`src/rtl/spr_pkg.sv`:
```
// Shared definitions for the special-purpose register bank:
// register index map, MODE encoding and the saved-context record.
package spr_pkg;

    // Register index map
    localparam int SPR_SR    = 0;
    localparam int SPR_ESR   = 1;
    localparam int SPR_ECA   = 2;
    localparam int SPR_EPC   = 3;
    localparam int SPR_EDATA = 4;
    localparam int SPR_PTO   = 5;
    localparam int SPR_PTL   = 6;
    localparam int SPR_MODE  = 7;

    // MODE register encoding
    localparam logic MODE_SYS = 1'b0;
    localparam logic MODE_USR = 1'b1;

    // Widest register the saved-context record can carry; narrower banks
    // use the low DATA_W bits of each field and leave the rest zero.
    localparam int SPR_MAX_W = 64;

    // One nested interrupt context
    typedef struct packed {
        logic [SPR_MAX_W-1:0] esr;
        logic [SPR_MAX_W-1:0] eca;
        logic [SPR_MAX_W-1:0] epc;
        logic [SPR_MAX_W-1:0] edata;
        logic [SPR_MAX_W-1:0] mode;
    } spr_ctx_t;

endpackage

```
`src/rtl/spr_save_stack.sv`:
```
// LIFO of saved interrupt contexts. Push is ignored when full and pop is
// ignored when empty; push wins if both arrive together. top reads zero
// while the stack is empty.
module spr_save_stack
    import spr_pkg::*;
#(
    parameter  int DEPTH = 4,
    localparam int DPW   = $clog2(DEPTH + 1)
) (
    input  logic           clk,
    input  logic           rst_n,
    input  logic           push,
    input  logic           pop,
    input  spr_ctx_t       push_data,
    output spr_ctx_t       top,
    output logic [DPW-1:0] depth,
    output logic           full,
    output logic           empty
);

    localparam int IW = (DEPTH > 1) ? $clog2(DEPTH) : 1;

    spr_ctx_t       r_mem [DEPTH];
    logic [DPW-1:0] r_depth;
    logic [IW-1:0]  w_top_idx;

    assign full      = (r_depth == DPW'(DEPTH));
    assign empty     = (r_depth == '0);
    assign depth     = r_depth;
    assign w_top_idx = IW'(r_depth - DPW'(1));
    assign top       = empty ? '0 : r_mem[w_top_idx];

    // Storage and occupancy; reset wipes every entry
    always_ff @(posedge clk) begin
        if (!rst_n) begin
            for (int i = 0; i < DEPTH; i++) r_mem[i] <= '0;
            r_depth <= '0;
        end else if (push && !full) begin
            r_mem[IW'(r_depth)] <= push_data;
            r_depth             <= r_depth + DPW'(1);
        end else if (pop && !empty) begin
            r_depth <= r_depth - DPW'(1);
        end
    end

endmodule

```
`src/rtl/spr_bank.sv`:
```
// Special-purpose register bank with interrupt entry/return handling.
// Define SPR_STACK_EN to add a nested-context save stack; without it
// eret only restores SR and forces user mode, and depth/ovf/unf read 0.
module spr_bank
    import spr_pkg::*;
#(
    parameter  int DATA_W      = 32,
    parameter  int NUM_SPR     = 8,
    parameter  int MCA_W       = 23,
    parameter  int STACK_DEPTH = 4,
    localparam int SW          = $clog2(NUM_SPR),
    localparam int DPW         = $clog2(STACK_DEPTH + 1)
) (
    input  logic              clk,
    input  logic              rst_n,
    input  logic              jisr,
    input  logic              eret,
    input  logic [MCA_W-1:0]  mca,
    input  logic              rpt,
    input  logic [DATA_W-1:0] pc,
    input  logic [DATA_W-1:0] next_pc,
    input  logic [DATA_W-1:0] ea,
    input  logic [SW-1:0]     sel,
    input  logic              sprw,
    input  logic [DATA_W-1:0] data_in,
    output logic [DATA_W-1:0] spr_out,
    output logic [DATA_W-1:0] sr,
    output logic [DATA_W-1:0] mode,
    output logic [DPW-1:0]    depth,
    output logic              ovf,
    output logic              unf
);

    logic [DATA_W-1:0] r_spr [NUM_SPR];
    spr_ctx_t          w_top;
    logic              w_restore;   // eret pops a saved context
    logic              w_unused_top;

    assign spr_out = r_spr[sel];
    assign sr      = r_spr[SPR_SR];
    assign mode    = r_spr[SPR_MODE];

`ifdef SPR_STACK_EN
    spr_ctx_t       w_push_ctx;
    logic           w_push, w_pop, w_full, w_empty;
    logic [DPW-1:0] w_depth;
    logic           r_ovf, r_unf;

    // Snapshot of the context about to be overwritten by interrupt entry
    always_comb begin
        w_push_ctx = '0;
        w_push_ctx.esr[DATA_W-1:0]   = r_spr[SPR_ESR];
        w_push_ctx.eca[DATA_W-1:0]   = r_spr[SPR_ECA];
        w_push_ctx.epc[DATA_W-1:0]   = r_spr[SPR_EPC];
        w_push_ctx.edata[DATA_W-1:0] = r_spr[SPR_EDATA];
        w_push_ctx.mode[DATA_W-1:0]  = r_spr[SPR_MODE];
    end

    // jisr outranks eret, so a simultaneous pair never pops
    assign w_push    = jisr & ~w_full;
    assign w_pop     = eret & ~jisr & ~w_empty;
    assign w_restore = ~w_empty;

    spr_save_stack #(.DEPTH(STACK_DEPTH)) u_stack (
        .clk       (clk),
        .rst_n     (rst_n),
        .push      (w_push),
        .pop       (w_pop),
        .push_data (w_push_ctx),
        .top       (w_top),
        .depth     (w_depth),
        .full      (w_full),
        .empty     (w_empty)
    );

    // Sticky overflow/underflow, cleared only by reset
    always_ff @(posedge clk) begin
        if (!rst_n) begin
            r_ovf <= 1'b0;
            r_unf <= 1'b0;
        end else if (jisr) begin
            if (w_full) r_ovf <= 1'b1;
        end else if (eret) begin
            if (w_empty) r_unf <= 1'b1;
        end
    end

    assign depth = w_depth;
    assign ovf   = r_ovf;
    assign unf   = r_unf;
`else
    assign w_top     = '0;
    assign w_restore = 1'b0;
    assign depth     = '0;
    assign ovf       = 1'b0;
    assign unf       = 1'b0;
`endif

    // Only the low DATA_W bits of each saved field are meaningful
    assign w_unused_top = ^{1'b0, w_top};

    // Register file update: jisr > eret > sprw
    always_ff @(posedge clk) begin
        if (!rst_n) begin
            for (int i = 0; i < NUM_SPR; i++) r_spr[i] <= '0;
        end else if (jisr) begin
            r_spr[SPR_ESR]   <= r_spr[SPR_SR];
            r_spr[SPR_SR]    <= '0;
            r_spr[SPR_ECA]   <= DATA_W'(mca);
            r_spr[SPR_EPC]   <= rpt ? pc : next_pc;
            r_spr[SPR_EDATA] <= ea;
            r_spr[SPR_MODE]  <= DATA_W'(MODE_SYS);
        end else if (eret) begin
            r_spr[SPR_SR] <= r_spr[SPR_ESR];
            if (w_restore) begin
                r_spr[SPR_ESR]   <= w_top.esr[DATA_W-1:0];
                r_spr[SPR_ECA]   <= w_top.eca[DATA_W-1:0];
                r_spr[SPR_EPC]   <= w_top.epc[DATA_W-1:0];
                r_spr[SPR_EDATA] <= w_top.edata[DATA_W-1:0];
                r_spr[SPR_MODE]  <= w_top.mode[DATA_W-1:0];
            end else begin
                r_spr[SPR_MODE]  <= DATA_W'(MODE_USR);
            end
        end else if (sprw) begin
            r_spr[sel] <= data_in;
        end
    end

endmodule

```
`config.mk`:
```
export PLATFORM = sky130hd
export DESIGN_NAME = spr_bank
export DESIGN_NICKNAME = d
export VERILOG_FILES = /design/src/rtl/spr_pkg.sv /design/src/rtl/spr_save_stack.sv /design/src/rtl/spr_bank.sv
export SDC_FILE = /design/constraint.sdc
export NUM_CORES = 1
export LEC_CHECK = 0
export CAP_MARGIN = 20
export CORE_UTILIZATION = 33
export DETAILED_ROUTE_END_ITERATION = 12
export SLEW_MARGIN = 30
export SYNTH_ARGS = -nofsm -noshare
export SYNTH_HDL_FRONTEND = slang
export SYNTH_SLANG_ARGS = --single-unit
```
`constraint.sdc`:
```
create_clock -name clk -period 7.5 [get_ports clk]
set_input_delay 1.5 -clock clk [delete_from_list [all_inputs] [get_ports clk]]
set_output_delay 1.5 -clock clk [all_outputs]
set_load 0.005 [all_outputs]
```
==> results.md <==
- Reg2Reg Depth: 1
- Largest stage delay, worst path: between 0.6 and 0.7 ns
- Clk root buf: clkbuf_16
- Die area: 0.0389 sq mm
- PnR worst setup slack: 2.02 ns
- Final worst-path cycle share: roughly three quarters
- Post-synthesis sequential area ratio: between 60% and 70%
- Synth Area per Inst: around 17 sq um
- Yosys top cell area share: 61.2%
- Status: complete, no violations
- Dpl ws: between 1.5 and 2 ns
- Yosys top cell by area: edfxtp_1
- DRC violations left: 0
- Req. time, crit path: around 6 ns
- Routed length per instance: 26.1 um
- Crit Path Class: in2out
- Least-Margin Pin Slew: 0.921 ns
- Nets: 1140
- Die H: roughly 200 um
- Syn. warnings: 0
- Normalized max-slew margin: 38.6%
- Top cells by area, synth: edfxtp_1 61%, a22o_1 8.3%, mux4_2 6.3%
- Seq cells post-synth: about 260
- Reg2reg setup slack: 6.54 ns
- Critical Path Sink Type: output port
- Largest regs: r_spr (256)
- Initial antenna violation count: 2
- Commonest non-fill, non-tap cell in the layout: edfxtp_1
- CTS Buffer Depth: 3
- Global-route wire length before repair: about 58000 um
- Final setup fails: 0
- Worst-path clk slew: 0.06 ns
- CTS tree: done
- Largest net degree at the start of global routing: just over 70
- Peak supply drop: about 0.00017 V
- Largest register FFs: 256
- Max_cap viols: 0
- # clock sinks: ~260
- Tightest Hold Check Type: reg2reg
- Final ANT Viol Nets: 0
- Setup bufs post-CTS: 0
- Most frequent cells in the layout: 256 x edfxtp_1, 251 x clkdlybuf4s50_1, 119 x a22o_1
- Buffers on Ports: ~260
- Setup TNS: 0 ns
- Clock H-tree levels: 1
- Rows: a little over 70
- Num ports: 261
- GRT Max-Usage Layer: met2
- Number of DRC markers in iteration 0: about 670
- GR Util All Layers: 20.1%
- Reg2reg end: r_spr[1][11]
- Fillers: between 3000 and 4000
- Crit path depth: 5
- Met3 usage: under 10%
- Met2 Usage GRT: between 30% and 40%
- Area Overhead vs Synth: 31.1%
- Final hold vios: 0
- Startpoint types: primary input
- Cts hold-fix bufs: 0
- Worst reg2reg startpoint: r_spr[0][11]
- Critical path endpoint: spr_out[0]
- Post-Place Cell Area: between 0.015 and 0.02 sq mm
- Pwr Density: 208 mW/mm^2
- Die width: between 150 and 200 um
- Largest Register: r_spr
- DRT Pass-1 Iters: 5
- Slowest CP cell: mux4_1
- Critical Path AT: slightly below 4 ns
- Post-Syn Instances: between 700 and 800
- Initial Utilization: 33.4%
- Vias in the first global route: 8679
- DR vias/cell: 5.47
- Layout Skew: 0.0140 ns
- Cell Chain, Critical Path: buf_6 > buf_4 > mux4_1 > mux2_2 > clkdlybuf4s50_1
- Leakage power: ~6.3 nW
- Vias: between 8000 and 9000
- Layout cells sized above 1: ~15%
- Crit Path Max Fanout: 52
- Post-Route WL: 39500 um
- RSZ-0062 raised after global routing: no
- Yosys cell types: 33
- Max-slew violations: 0
- Worst skew pair latency: 0.54 ns
- Mapped Area: 0.0126 sq mm
- Gpl congestion: 0.750
- Final min period: between 5 and 6 ns
- Met1 usage: between 20 and 30%
- Crit path max-delay family: buffers and inverters
- Maximum clock frequency: approximately 180 MHz
- Crit path from: sel[0]
- Post-layout util: between 40% and 50%
- Fin Hold WS: roughly 0.57 ns
- CTS Buf Count: 27
- Finished Cell Area: about 0.016 sq mm
- Area of the core: roughly 0.038 sq mm
- Cts repair resizes: 0
- Post-DP HPWL: roughly 24000 um
- GRT overflow: 0
- Crit path buf inv count: 3
==> through the flow <==
step / std cells / total power [W]
final: 1514 / 0.00343
after global routing: 1513 / 0.00353
after CTS: 1511 / 0.00346
after detailed placement: 1461 / 0.00218
after global placement: 1458 / 0.00218
after floorplan: 755 / 0.00192
==> synth_stat cells <==
library cell	number
edfxtp_1	256
a22o_1	119
and3_1	95
mux4_2	35
clkbuf_1	32
mux2_2	32
mux2i_1	32
o2bb2ai_1	32
mux4_1	29
buf_2	22
buf_4	12
and2_1	11
buf_6	8
buf_1	5
nand2b_1	4
nor3_4	4
o21ai_0	3
clkbuf_2	2
inv_1	2
nand2_1	2
or2_2	2
a31o_2	1
and2_0	1
and2b_1	1
conb_1	1
nand4bb_1	1
nor2_1	1
nor2_4	1
nor2b_1	1
nor3_2	1
o211ai_1	1
o311ai_0	1
o31ai_1	1
==> layout make-up <==
type,instances,area [sq um],share of cell area [%]
diodes,2,5.00,0.0304
clock buffers,32,694,4.21
clock inverters,18,141,0.858
inverters,2,7.51,0.0455
multi-input cells,416,4560,27.7
flip-flops and latches,256,7690,46.6
well taps,511,639,3.88
repair buffers,277,2750,16.7
==> power breakdown <==
group | leakage [nW] | total [W] | switching (W) | internal (W)
Combinational | 3.17 | 0.000440 | 0.000194 | 0.000247
Clock | 0.410 | 0.00128 | 0.000553 | 0.000729
Sequential | 2.74 | 0.00171 | 0.0000396 | 0.00167
Total | 6.32 | 0.00343 | 0.000786 | 0.00264
==> cell families (layout without fill, tap and decap cells) <==
family | Yosys count | in the layout | share of synthesized area, %
compound gates | 158 | 158 | 10.9
mux | 128 | 128 | 17.8
other cells | 1 | 7 | 0.0298
simple gates | 125 | 125 | 6.60
flops | 256 | 256 | 61.2
buf+inv | 83 | 329 | 3.55
==> layer usage <==
metal	part of all wire [%]	wire [um]
met1	43	17100
met2	50	19600
met3	6.0	2360
met4	1.3	515
met5	0	0
==> how the worst min path moves through the flow <==
stage	to	start	slack, ns	depth (start not counted)
finish	r_spr[0][18]	r_spr[1][18]	0.57	1
global route	r_spr[0][23]	r_spr[1][23]	0.59	1
floorplan	r_spr[0][10]	r_spr[1][10]	0.54	1
detailed placement	r_spr[0][18]	r_spr[1][18]	0.56	1
global placement	r_spr[0][21]	r_spr[1][21]	0.54	1
CTS	r_spr[0][21]	r_spr[1][21]	0.57	1
Power figures use the tool's default switching activity.
